## src/rtl/control_sequencer.sv

```systemverilog
`timescale 1ns/1ps
// control_sequencer
// Hardwired multi-cycle control unit for the 32-bit datapath. Sequences the
// instruction fetch (T0, T1, optional memory wait states, T2), decodes the
// opcode in T3 and then steps through the execute cycles for in, out, jr,
// jal, branch, nop and halt. Supports an inport stall handshake and a
// halt/resume mode.
//
// Ports
//   Clock          system clock, rising edge
//   clear          synchronous active-high reset
//   ir_opcode      IR[31:27], valid from T3 onwards
//   con_ff_bit     branch condition flip-flop
//   inport_valid   external device has input data
//   run_req        resume request, only honoured while halted
//   PCout..Mem_enable512x32   fetch / datapath controls
//   Gra..Cout      execute controls
//   alu_op         ALU opcode (zero except in the branch target add)
//   Run            high while executing, low while halted
//   illegal_op     one-cycle pulse in T3 on an undefined opcode
//   state_out      current state encoding, for debug
//
// Controls are a Moore decode of the state register. Two states also look
// at a registered datapath signal: T3 decodes the freshly loaded IR (and the
// inport handshake for an immediate in), B6 gates PCin with the CON FF.
module control_sequencer #(
    parameter int unsigned              OPCODE_WIDTH = 5,
    parameter int unsigned              MEM_WAIT     = 0,
    parameter logic [OPCODE_WIDTH-1:0]  OP_ADD       = 5'b00011,
    parameter logic [OPCODE_WIDTH-1:0]  OP_BR        = 5'b10011,
    parameter logic [OPCODE_WIDTH-1:0]  OP_JR        = 5'b10100,
    parameter logic [OPCODE_WIDTH-1:0]  OP_JAL       = 5'b10101,
    parameter logic [OPCODE_WIDTH-1:0]  OP_IN        = 5'b10110,
    parameter logic [OPCODE_WIDTH-1:0]  OP_OUT       = 5'b10111,
    parameter logic [OPCODE_WIDTH-1:0]  OP_NOP       = 5'b11000,
    parameter logic [OPCODE_WIDTH-1:0]  OP_HALT      = 5'b11001
) (
    input  logic                    Clock,
    input  logic                    clear,
    input  logic [OPCODE_WIDTH-1:0] ir_opcode,
    input  logic                    con_ff_bit,
    input  logic                    inport_valid,
    input  logic                    run_req,
    output logic                    PCout,
    output logic                    IncPC,
    output logic                    MARin,
    output logic                    Zin,
    output logic                    Zlo_out,
    output logic                    PCin,
    output logic                    MDRin,
    output logic                    MDRout,
    output logic                    IRin,
    output logic                    Mem_read,
    output logic                    Mem_enable512x32,
    output logic                    Gra,
    output logic                    Grb,
    output logic                    Rin,
    output logic                    Rout,
    output logic                    Inport_out,
    output logic                    outport_in,
    output logic                    CONin,
    output logic                    Yin,
    output logic                    Cout,
    output logic [OPCODE_WIDTH-1:0] alu_op,
    output logic                    Run,
    output logic                    illegal_op,
    output logic [4:0]              state_out
);

    localparam int unsigned WAIT_W = 3;
    // First value of the wait counter; T1W then lasts exactly MEM_WAIT cycles.
    localparam logic [WAIT_W-1:0] WAIT_LOAD =
        (MEM_WAIT == 0) ? '0 : WAIT_W'(MEM_WAIT - 1);

    typedef enum logic [4:0] {
        S_RST = 5'd0,
        S_T0  = 5'd1,
        S_T1  = 5'd2,
        S_T1W = 5'd3,
        S_T2  = 5'd4,
        S_T3  = 5'd5,
        S_INW = 5'd6,
        S_IN3 = 5'd7,
        S_J4  = 5'd8,
        S_B4  = 5'd9,
        S_B5  = 5'd10,
        S_B6  = 5'd11,
        S_HLT = 5'd12
    } state_t;

    state_t              state_q, state_d;
    logic [WAIT_W-1:0]   wait_q, wait_d;

    // State and wait-counter registers; clear overrides everything.
    always_ff @(posedge Clock) begin
        if (clear) begin
            state_q <= S_RST;
            wait_q  <= '0;
        end else begin
            state_q <= state_d;
            wait_q  <= wait_d;
        end
    end

    // Next-state and control decode.
    always_comb begin
        state_d          = state_q;
        wait_d           = wait_q;
        PCout            = 1'b0;
        IncPC            = 1'b0;
        MARin            = 1'b0;
        Zin              = 1'b0;
        Zlo_out          = 1'b0;
        PCin             = 1'b0;
        MDRin            = 1'b0;
        MDRout           = 1'b0;
        IRin             = 1'b0;
        Mem_read         = 1'b0;
        Mem_enable512x32 = 1'b0;
        Gra              = 1'b0;
        Grb              = 1'b0;
        Rin              = 1'b0;
        Rout             = 1'b0;
        Inport_out       = 1'b0;
        outport_in       = 1'b0;
        CONin            = 1'b0;
        Yin              = 1'b0;
        Cout             = 1'b0;
        alu_op           = '0;
        Run              = 1'b1;
        illegal_op       = 1'b0;

        case (state_q)
            S_RST: state_d = S_T0;

            // MAR <- PC, Z <- PC + 1
            S_T0: begin
                PCout   = 1'b1;
                IncPC   = 1'b1;
                MARin   = 1'b1;
                Zin     = 1'b1;
                state_d = S_T1;
            end

            // PC <- Z, start the memory read into MDR
            S_T1: begin
                Zlo_out          = 1'b1;
                PCin             = 1'b1;
                Mem_read         = 1'b1;
                Mem_enable512x32 = 1'b1;
                MDRin            = 1'b1;
                if (MEM_WAIT != 0) begin
                    wait_d  = WAIT_LOAD;
                    state_d = S_T1W;
                end else begin
                    state_d = S_T2;
                end
            end

            // Hold the read while the memory is slow
            S_T1W: begin
                Mem_read         = 1'b1;
                Mem_enable512x32 = 1'b1;
                MDRin            = 1'b1;
                if (wait_q == '0) begin
                    state_d = S_T2;
                end else begin
                    wait_d = wait_q - WAIT_W'(1);
                end
            end

            // IR <- MDR
            S_T2: begin
                MDRout  = 1'b1;
                IRin    = 1'b1;
                state_d = S_T3;
            end

            // Decode and first execute step
            S_T3: begin
                state_d = S_T0;
                case (ir_opcode)
                    OP_IN: begin
                        if (inport_valid) begin
                            Gra        = 1'b1;
                            Rin        = 1'b1;
                            Inport_out = 1'b1;
                        end else begin
                            state_d = S_INW;
                        end
                    end
                    OP_OUT: begin
                        Gra        = 1'b1;
                        Rout       = 1'b1;
                        outport_in = 1'b1;
                    end
                    OP_JR: begin
                        Gra  = 1'b1;
                        Rout = 1'b1;
                        PCin = 1'b1;
                    end
                    // Link: R[rb] <- PC
                    OP_JAL: begin
                        Grb     = 1'b1;
                        Rin     = 1'b1;
                        PCout   = 1'b1;
                        state_d = S_J4;
                    end
                    // Evaluate the branch condition into the CON FF
                    OP_BR: begin
                        Gra     = 1'b1;
                        Rout    = 1'b1;
                        CONin   = 1'b1;
                        state_d = S_B4;
                    end
                    OP_NOP:  state_d = S_T0;
                    OP_HALT: state_d = S_HLT;
                    default: illegal_op = 1'b1;
                endcase
            end

            // Stall until the input device has data
            S_INW: begin
                if (inport_valid) begin
                    state_d = S_IN3;
                end
            end

            S_IN3: begin
                Gra        = 1'b1;
                Rin        = 1'b1;
                Inport_out = 1'b1;
                state_d    = S_T0;
            end

            // PC <- R[ra]
            S_J4: begin
                Gra     = 1'b1;
                Rout    = 1'b1;
                PCin    = 1'b1;
                state_d = S_T0;
            end

            // Y <- PC
            S_B4: begin
                PCout   = 1'b1;
                Yin     = 1'b1;
                state_d = S_B5;
            end

            // Z <- Y + sign-extended offset
            S_B5: begin
                Cout    = 1'b1;
                Zin     = 1'b1;
                alu_op  = OP_ADD;
                state_d = S_B6;
            end

            // Only load the target into PC when the branch is taken
            S_B6: begin
                Zlo_out = 1'b1;
                PCin    = con_ff_bit;
                state_d = S_T0;
            end

            S_HLT: begin
                Run = 1'b0;
                if (run_req) begin
                    state_d = S_T0;
                end
            end

            default: state_d = S_RST;
        endcase
    end

    assign state_out = state_q;

endmodule

```

## config.mk

```make
export PLATFORM = sky130hd
export DESIGN_NAME = control_sequencer
export DESIGN_NICKNAME = d
export VERILOG_FILES = /design/src/rtl/control_sequencer.sv
export SDC_FILE = /design/constraint.sdc
export NUM_CORES = 1
export LEC_CHECK = 0
export ABC_AREA = 1
export BUFFER_PORTS_ARGS = -buffer_cell sky130_fd_sc_hd__buf_2
export CORE_MARGIN = 5
export CORE_UTILIZATION = 47
export DETAILED_ROUTE_END_ITERATION = 6
export PLACE_DENSITY = 0.83
export SYNTH_ARGS = -nofsm -noshare
export SYNTH_HDL_FRONTEND = slang
export SYNTH_SLANG_ARGS = --single-unit
export TNS_END_PERCENT = 20
```

## constraint.sdc

```tcl
create_clock -name Clock -period 4.5 [get_ports Clock]
set_clock_uncertainty 0.2 [all_clocks]
set_input_delay 0.675 -clock Clock [delete_from_list [all_inputs] [get_ports Clock]]
set_output_delay 0.675 -clock Clock [all_outputs]
set_load 0.01 [all_outputs]
```

**Word level (Yosys, flattened, before mapping)**

Cells that the tools add are included.

- Register bits: 8
- Bits of input ports: 10
- Output and inout port bits: 32

- $add $sub $neg: 1
- Equal/unequal tests: 22
- Multiplexer cells: 35
- Bitwise gates (word level): 1
- Reduce and logical (&&, ||, !) cells: 13

Operators by type and width:

| operator | count |
|---|---|
| $pmux 5 s10 | 1 |
| $eq 5x5->1 const B | 7 |
| $eq 5x4->1 const B | 5 |
| $eq 5x3->1 const B | 4 |
| $mux 1 | 20 |
| $pmux 4 s4 | 1 |
| $mux 5 | 3 |
| $pmux 1 s2 | 7 |
| $reduce_or 2->1 | 6 |
| $eq 5x2->1 const B | 2 |
| $reduce_or 7->1 | 1 |
| $ne 2x2->1 const B | 3 |
| $eq 5x1->1 const B | 1 |
| $logic_not 5->1 | 1 |
| $reduce_or 4->1 | 1 |
| $logic_not 3->1 | 1 |
| $mux 3 | 1 |
| $pmux 1 s3 | 1 |
| $reduce_and 3->1 | 1 |
| $reduce_or 3->1 | 1 |
| $sub 3x1->3 const B | 1 |
| $mux 2 | 1 |
| $reduce_and 2->1 | 1 |
| $not 1->1 | 1 |

**Logic depth before layout (Yosys ltp)**

Gate-level depths: netlist of run 1.

- Depth after elaboration: 4
- Mapped depth: 11
- Depth with buffers taken out: 11

**Least setup slack after synthesis of run 1**

No wires, ideal clock.

- Path type: in2out
- Start point: input ir_opcode[4]
- End point: output PCin
- Arrival time: 1.388 ns
- Data required time: 3.625 ns
- Slack: 2.237 ns
- Cell stages on the path: 6
- Buffers on the path: 0
- Cells stage by stage: nand2_1 > nor2_2 > inv_1 > nor3_1 > inv_1 > o2111ai_1

- Longest elaborated chain between the ends: 3

Ends and longest elaborated chain:

| item | RTL line | RTL |
|---|---|---|
| start: declaration | 40 | `input logic [OPCODE_WIDTH-1:0] ir_opcode,` |
| $eq 5x5->1 | 182 | `case (ir_opcode)` |
| $mux 1 | 182 |  |
| $pmux 1 s3 | 133 | `case (state_q)` |
| end: declaration | 49 | `output logic PCin,` |

Every way passes these cells.

**Worst setup path after layout of run 1**

- Start point: input ir_opcode[4]
- End point: output Gra

- Longest elaborated chain between the ends: 4

Ends and longest elaborated chain:

| item | RTL line | RTL |
|---|---|---|
| $eq 5x5->1 | 182 |  |
| $reduce_or 3->1 (no source line) | n/a |  |
| $pmux 1 s2 (*) | 182 |  |
| $pmux 1 s2 (*) | 133 |  |
| end: declaration | 55 | `output logic Gra,` |

Every way passes the cells marked *; elsewhere a longest branch is shown, timed or not.

==> impl_metrics.ini, run 1 <==
[clock_network]
htree_num_levels = 1
cts_sinks = 7
post-cts-setup-buffer-count = 0
cts_root_buf = clkbuf_4
cts_tree = done
cts_resized = 0
clock_latency_ns = 0.24
cts.path.max_buffers = 2
clkTransAtPathRegs_ns = 0.05
cts_made_buffers = 3
ctsHoldBuffers = 0

[placed_design]
place_area_um2 = 925.9
gp_congestion = 0.8881
place_hpwl_um = 1671
io_buffers = 37

[sta]
final_max_slew_viol_count = 0
fin_crit_ns = 2.511
hold_viol = 0
hold_ws_ns = 0.2890
clock.fmax_ghz = 0.3983
period_share_pct = 55.80
tns_ns = 0
setup-violations-final = 0
rsz0062_at_grt = false

[critical_path]
worstPathRequired_ns = 3.62
r2r_start = wait_q[0]
end_kind = output port
reg2reg_to = state_out[2]
reg2reg_slack_ns = 2.92
r2r_cells = 8
critPathLaunchType = input pin
path_max_fanout = 5
worstPathArrival_ns = 1.64
crit_type = in2out

[die]
rows = 14
core_um2 = 1541
initial_core_util_pct = 50.89
ios = 42
die_w_um = 50.86
die_y_um = 50.86
dieArea_um2 = 2586

[synthesis]
synth_cells = 133
synthTopCellsByArea = dfxtp_1, nand2_1, inv_1, nor2_1, buf_4
synth_top_cell_by_area = dfxtp_1
ys_types = 24
synth_warnings = 0
ys_seq_area_share_pct = 17.86
synth_area_um2 = 784.5
synth_top_cell_area_share_pct = 17.86
syn_area_per_cell_um2 = 5.899
synth.ff_latch_count = 7

[global_route]
grt_overflow = 0
grt_pass1_wl_um = 3091
antenna_found_initial = 0
grt_max_degree = 8
grt_use_total_pct = 14.59
grt_pass1_vias = 792

[job]
cap_violations = 0

[finish]
fin_area_um2 = 952.2
nets = 180
n_antenna_cell = 0
syn_to_final_growth_pct = 21.37
drive_gt1_share_pct = 34.13

[outcome]
status = finished clean

[routing]
wl_per_cell_um = 10.32
routed_wl_um = 1888
drtIter0Drc = 19
vias = 907
ant_nets = 0
via_per_inst = 4.956
drcViolationCount = 0
drt-pass1-iter-count = 4

[power_and_ir_drop]
cellPowerDensity_nw_per_um2 = 219.4
finalPower_uw = 208.9
ir_worst_vdd_mv = 0.1361
total_leakage_power_uw = 0.0005866

[hold_path]
min_to = wait_q[0]
hold_path_class = reg2reg
whs_path_depth = 2
min_from = wait_q[0]
## Yosys cell counts, drive strengths merged
cell type and count:
a21oi 6, buf 10, conb 1, dfxtp 7, ha 2, inv 28, nand2 27, nand3 9
nand3b 1, nor2 25, nor3 3, o2111ai 1, o211ai 1, o21ai 9, o22ai 1, o31ai 2
## report_power, final
group,total [µW],internal [µW],switching (µW)
Clock,54.0,33.7,20.4
Combinational,83.5,29.9,53.6
Sequential,71.4,65.9,5.55
Total,209,129,79.5
## flip-flops by register name (all words and copies together) (netlist names)
register / flops
state_out: 4
wait_q: 3
## area by class of cell
| type | instances | area (µm²) |
|---|---|---|
| tap | 16 | 20.02 |
| sequential | 7 | 140.1 |
| multi-input combinational | 91 | 475.5 |
| clock buffer | 4 | 26.28 |
| fill | 144 | 589.3 |
| inverter | 28 | 105.1 |
| timing repair buffer | 37 | 185.2 |
## worst max path at each step
stage | start | end | cells after the start | slack, ns
floorplan | ir_opcode[4] | PCin | 6 | 2.24
global placement | ir_opcode[4] | Rout | 10 | 2.03
CTS | ir_opcode[4] | Gra | 10 | 1.99
detailed placement | ir_opcode[4] | Gra | 10 | 1.99
finish | ir_opcode[4] | Gra | 10 | 1.99
global route | ir_opcode[4] | Rout | 10 | 1.80
## worst max-delay path, stage by stage
cell and delay (ns):
buf_2 0.10, nand2_1 0.06, nor2_2 0.17, inv_1 0.08, nor3_1 0.13, inv_1 0.07
nand3_1 0.08, nand2_1 0.08, nand3_2 0.06, buf_2 0.13
## metrics by stage
| step | std cells | worst slack, ns | util, % |
|---|---|---|---|
| global placement | 179 | 2.026 | 60.06 |
| floorplan | 136 | 2.237 | - |
| finish | 183 | 1.989 | 61.77 |
| detailed placement | 179 | 1.995 | 60.06 |
| global route | 183 | 1.805 | 61.77 |
| CTS | 183 | 1.992 | 61.77 |
## logic make-up after synthesis
group,after synthesis,share of synthesized area [%]
other,1,0.4780
DFF,7,17.86
buffers and inverters,38,22.97
adders and majority gates,2,3.189
and+or+nand+nor,65,39.39
AOI/OAI and AO/OA,20,16.11
## per-layer routing
layer,wire length [µm],global-route usage (%),up-vias
li1,-,-,470
met1,746,16.73,401
met2,954,26.24,32
met3,158,3.198,4
met4,27,5.106,0
met5,0,0,-
## layout by cell type (no fill, tap or decap), types with 2 or more instances in the layout
cell type  instances
buf_2             37
nand2_1           24
inv_1             23
nor2_1            21
nand3_1            7
dfxtp_1            7
o21ai_0            6
a21oi_1            6
inv_2              5
conb_1             4
nor3_1             3
nand2_2            3
clkbuf_4           3
nor2_2             2
nand3_2            2
o21ai_2            2
o31ai_1            2
ha_1               2
(Power assumes the default switching activity.)
==> inputs of run 2 (changes only) <==
--- a/config.mk
+++ b/config.mk
@@ -8,9 +8,9 @@
 export ABC_AREA = 1
 export BUFFER_PORTS_ARGS = -buffer_cell sky130_fd_sc_hd__buf_2
 export CORE_MARGIN = 5
-export CORE_UTILIZATION = 47
+export CORE_UTILIZATION = 44
 export DETAILED_ROUTE_END_ITERATION = 6
-export PLACE_DENSITY = 0.83
+export PLACE_DENSITY = 0.79
 export SYNTH_ARGS = -nofsm -noshare
 export SYNTH_HDL_FRONTEND = slang
 export SYNTH_SLANG_ARGS = --single-unit
==> constraint.sdc (replaced) <==
create_clock -name Clock -period 2.35 [get_ports Clock]
set_clock_uncertainty 0.2 [all_clocks]
set_input_delay 0.3525 -clock Clock [delete_from_list [all_inputs] [get_ports Clock]]
set_output_delay 0.3525 -clock Clock [all_outputs]
set_load 0.01 [all_outputs]
==> run 2 against run 1 <==
Flip-flop and latch count stayed put. Combinational power is 93% higher. Routed wire length is 7.3% higher. Critical path depth is 1 lower. Power is 94% higher. Non-clock buffer count stayed put. Global-route usage is 1.0 points higher. First-iteration DRC count is 11% lower. Core utilization is 5.4 points lower. Register-to-register slack worse by 2.2 ns. Critical endpoint unchanged. Largest power group unchanged. Highest routed layer unchanged.
==> impl_metrics.ini, run 2 (synthesis gave the netlist of run 1 again) <==
[clock_network]
htree_num_levels = 1
clock_latency_ns = 0.25
cts_resized = 0
cts_made_buffers = 3
cts.path.max_buffers = 2
post-cts-setup-buffer-count = 0
cts_tree = done
cts_root_buf = clkbuf_4
cts_sinks = 7
ctsHoldBuffers = 0
clkTransAtPathRegs_ns = 0.05

[placed_design]
io_buffers = 37
place_inst = 188
place_hpwl_um = 1775
gp_congestion = 0.8824

[sta]
tns_ns = 0
rsz0062_at_grt = false
setup-violations-final = 0
clock.fmax_ghz = 0.4704
period_share_pct = 90.47
fin_crit_ns = 2.126
final_max_slew_viol_count = 0
hold_viol = 0

[finish]
n_antenna_cell = 0
drive_gt1_share_pct = 34.13
final_cell_mix = buf_2, nand2_1, inv_1
syn_to_final_growth_pct = 22.81
largest_register_ffs = 4
mostFrequentLayoutCell = buf_2
nets = 180
instances_no_fill = 192

[hold_path]
hold_path_class = in2reg
min_from = clear

[global_route]
met2_usage_pct = 28.45
grt_pass1_vias = 817
grt_max_degree = 8
grt_pass1_wl_um = 3222
grt_use_total_pct = 15.61
grt_use_met1_pct = 16.75
antenna_found_initial = 0
top_usage_layer = met2
grt_util_met3_pct = 4.274
grt_overflow = 0

[power_and_ir_drop]
power_frac_seq_pct = 33.9
p_clk_share_pct = 26.4
cellPowerDensity_nw_per_um2 = 420.4
finalPower_uw = 405.0
p_int_uw = 247.9
p_sw_share_pct = 38.78
power_switching_uw = 157.1
ir_worst_vdd_mv = 0.4984
total_leakage_power_uw = 0.0005866
power_frac_comb_pct = 39.7

[job]
cap_violations = 0

[routing]
via_per_inst = 4.760
drcViolationCount = 0
ant_nets = 0
vias = 914
drt-pass1-iter-count = 4
routed_wl_um = 2026
drtIter0Drc = 17
wl_per_cell_um = 10.55

[critical_path]
worstPathRequired_ns = 1.80
critical-path-max-stage-delay_ns = 0.41
crit_path_cell_trace = inv_1 -> nor2_1 -> inv_2 -> nor2_8 -> inv_2 -> o22ai_2 -> inv_2 -> nand3_2 -> buf_2
r2r_start = state_out[1]
slowest_stage = dfxtp_1
crit_start = state_out[0]
crit_top_cell = inv_2
path_max_fanout = 7
worstPathArrival_ns = 1.57
critPathLaunchType = register
end_kind = output port
crit_type = reg2out

[die]
ios = 42
initial_core_util_pct = 45.93
rows = 15
die_y_um = 52.23
dieArea_um2 = 2727
die_w_um = 52.23
core_um2 = 1708

[outcome]
status = finished clean
[run 2: cell counts in the layout (fill, tap and decap cells not counted)]
No cell type changed its count.
[run 2: layer usage]
metal	vias to the layer above	part of all wire, %
met1	405	41
met3	4	6.3
met2	32	52
met4	0	0.69
li1	473	-
met5	-	0
[run 2: cell type report]
class / instances / area [µm²]
clock buffer: 4 / 26.28
fill: 183 / 744.5
inverter: 28 / 105.1
multi-input combinational: 91 / 475.5
sequential: 7 / 140.1
tap: 25 / 31.28
timing repair buffer: 37 / 185.2
[run 2: worst max-delay path: cells and delay by family (launching register included)]
family	cells	cell delay [ns]
buffers and inverters	5	0.45
flip-flops	1	0.41
AND/OR/NAND/NOR	3	0.34
AO/OA/AOI/OAI	1	0.12
[run 2: power by group through the flow]
stage	logic, µW	clock network [µW]	registers [µW]
global route	178	123	139
floorplan	114	0	141
detailed placement	161	0	139
global placement	157	0	139
finish	161	107	137
CTS	162	112	137
[run 2: stage by stage]
| step | hold slack, ns | util, % | area, µm² | setup slack, ns |
|---|---|---|---|---|
| 3_3_place_gp | 0.2687 | 54.87 | 937.1 | 0.4617 |
| 5_1_grt | 0.09989 | 56.41 | 963.4 | 0.06745 |
| 6_report | 0.1012 | 56.41 | 963.4 | 0.2241 |
| 2_1_floorplan | 0.2216 | - | 795.8 | 0.5505 |
| 4_1_cts | 0.09613 | 56.41 | 963.4 | 0.2105 |
| 3_5_place_dp | 0.2793 | 54.87 | 937.1 | 0.4672 |
[run 2: final timing paths]
kind	cells after the start	to	slack, ns
max reg2reg	7	state_out[3]	0.77
min reg2reg	2	wait_q[0]	0.28
min	2	state_out[0]	0.10
max	9	Gra	0.22
==> inputs of run 3 (changes only) <==
--- a/config.mk
+++ b/config.mk
@@ -7,10 +7,12 @@
 export LEC_CHECK = 0
 export ABC_AREA = 1
 export BUFFER_PORTS_ARGS = -buffer_cell sky130_fd_sc_hd__buf_2
+export CAP_MARGIN = 20
 export CORE_MARGIN = 5
 export CORE_UTILIZATION = 44
 export DETAILED_ROUTE_END_ITERATION = 6
 export PLACE_DENSITY = 0.79
+export REMOVE_ABC_BUFFERS = 1
 export SYNTH_ARGS = -nofsm -noshare
 export SYNTH_HDL_FRONTEND = slang
 export SYNTH_SLANG_ARGS = --single-unit
==> run 3 against run 2 <==
Combinational power barely moved. Sequential share of layout area unchanged. Worst hold slack better by 0.0017 ns. Highest routed layer unchanged.
==> impl_metrics.ini, run 3 (synthesis gave the netlist of run 1 again) <==
[routing]
drt-pass1-iter-count = 4
via_per_inst = 4.661
drcViolationCount = 0
vias = 895
routed_wl_um = 2011
ant_nets = 0
drtIter0Drc = 22
wl_per_cell_um = 10.47

[die]
die_y_um = 52.23
initial_core_util_pct = 45.93
die_w_um = 52.23
rows = 15
ios = 42
core_um2 = 1708
dieArea_um2 = 2727

[finish]
fill_cells = 167
n_antenna_cell = 0
multi_input_area_um2 = 475.5
final_cell_mix = buf_2, nand2_1, inv_1
syn_to_final_growth_pct = 22.81
instances_no_fill = 192
ff_latch_area_um2 = 140.1
mostFrequentLayoutCell = buf_2
fin_util_pct = 56.41
nets = 180
largest_register_ffs = 4
drive_gt1_share_pct = 34.13

[global_route]
grt_use_total_pct = 14.30
grt_overflow = 0
grt_max_degree = 8
grt_pass1_vias = 778
antenna_found_initial = 0
grt_pass1_wl_um = 3036

[critical_path]
worstPathArrival_ns = 1.61
critical-path-max-stage-delay_ns = 0.41
worstPathRequired_ns = 1.80
critPathLaunchType = register
crit_path_cell_trace = inv_1 -> nor2_1 -> inv_2 -> nor2_8 -> inv_2 -> o22ai_2 -> inv_2 -> nand3_2 -> buf_2
path_max_fanout = 7
crit_top_cell = inv_2
crit_type = reg2out
end_kind = output port
slowest_stage = dfxtp_1

[sta]
hold_viol = 0
rsz0062_at_grt = false
tns_ns = 0
setup-violations-final = 0
clock.fmax_ghz = 0.4616
hold_ws_ns = 0.1029
period_share_pct = 92.19
layout_setup_ws_ns = 0.1836
fin_crit_ns = 2.166
final_max_slew_viol_count = 0

[clock_network]
cts_tree = done
ctsHoldBuffers = 0
cts_resized = 0
clock_latency_ns = 0.25
cts_made_buffers = 3
cts.path.max_buffers = 2
htree_num_levels = 1
cts_root_buf = clkbuf_4
post-cts-setup-buffer-count = 0
clkTransAtPathRegs_ns = 0.05
cts_sinks = 7

[power_and_ir_drop]
total_leakage_power_uw = 0.0005866
ir_worst_vdd_mv = 0.3362
cellPowerDensity_nw_per_um2 = 421.4

[placed_design]
dpl_worst_slack_ns = 0.4139
place_inst = 188
io_buffers = 37
place_hpwl_um = 1719
gp_congestion = 0.8401

[job]
cap_violations = 0

[hold_path]
hold_path_class = in2reg

[outcome]
status = finished clean
run 3: path summary, 6_finish.rpt:
check | startpoint | endpoint | slack [ns] | cells after the start
max | state_out[0] | Gra | 0.18 | 9
min reg2reg | wait_q[0] | wait_q[0] | 0.28 | 2
min | clear | state_out[0] | 0.10 | 2
max reg2reg | state_out[1] | state_out[3] | 0.77 | 7
run 3: worst max-delay path: cells and delay by family (launching register included):
family	cells	cell delay (ns)
flops	1	0.41
buf+inv	5	0.46
simple gates	3	0.37
compound gates	1	0.13
run 3: routing by layer:
layer / up-vias / routed length (µm) / GRT usage [%]
met3: 2 / 239 / 4.558
met2: 41 / 916 / 25.31
met1: 382 / 841 / 17.10
met4: 0 / 13 / 2.128
met5: - / 0 / 0
li1: 470 / - / -
run 3: stage by stage:
step | instance area [µm²] | total power, µW
floorplan | 720.7 | 237.8
global placement | 937.1 | 296.5
detailed placement | 937.1 | 299.2
CTS | 963.4 | 410.4
global route | 963.4 | 434.3
finish | 963.4 | 406.0
run 3: area by class of cell:
| class | instances | area share [%] |
|---|---|---|
| timing repair buffer | 37 | 19.22 |
| clock buffer | 4 | 2.727 |
| sequential | 7 | 14.55 |
| tap | 25 | 3.247 |
| multi-input combinational | 91 | 49.35 |
| inverter | 28 | 10.91 |
run 3: power breakdown:
part           internal (µW)  switching (µW)
Sequential               126            11.0
Combinational           57.3             104
Clock                   64.7            43.4
Total                    248             158
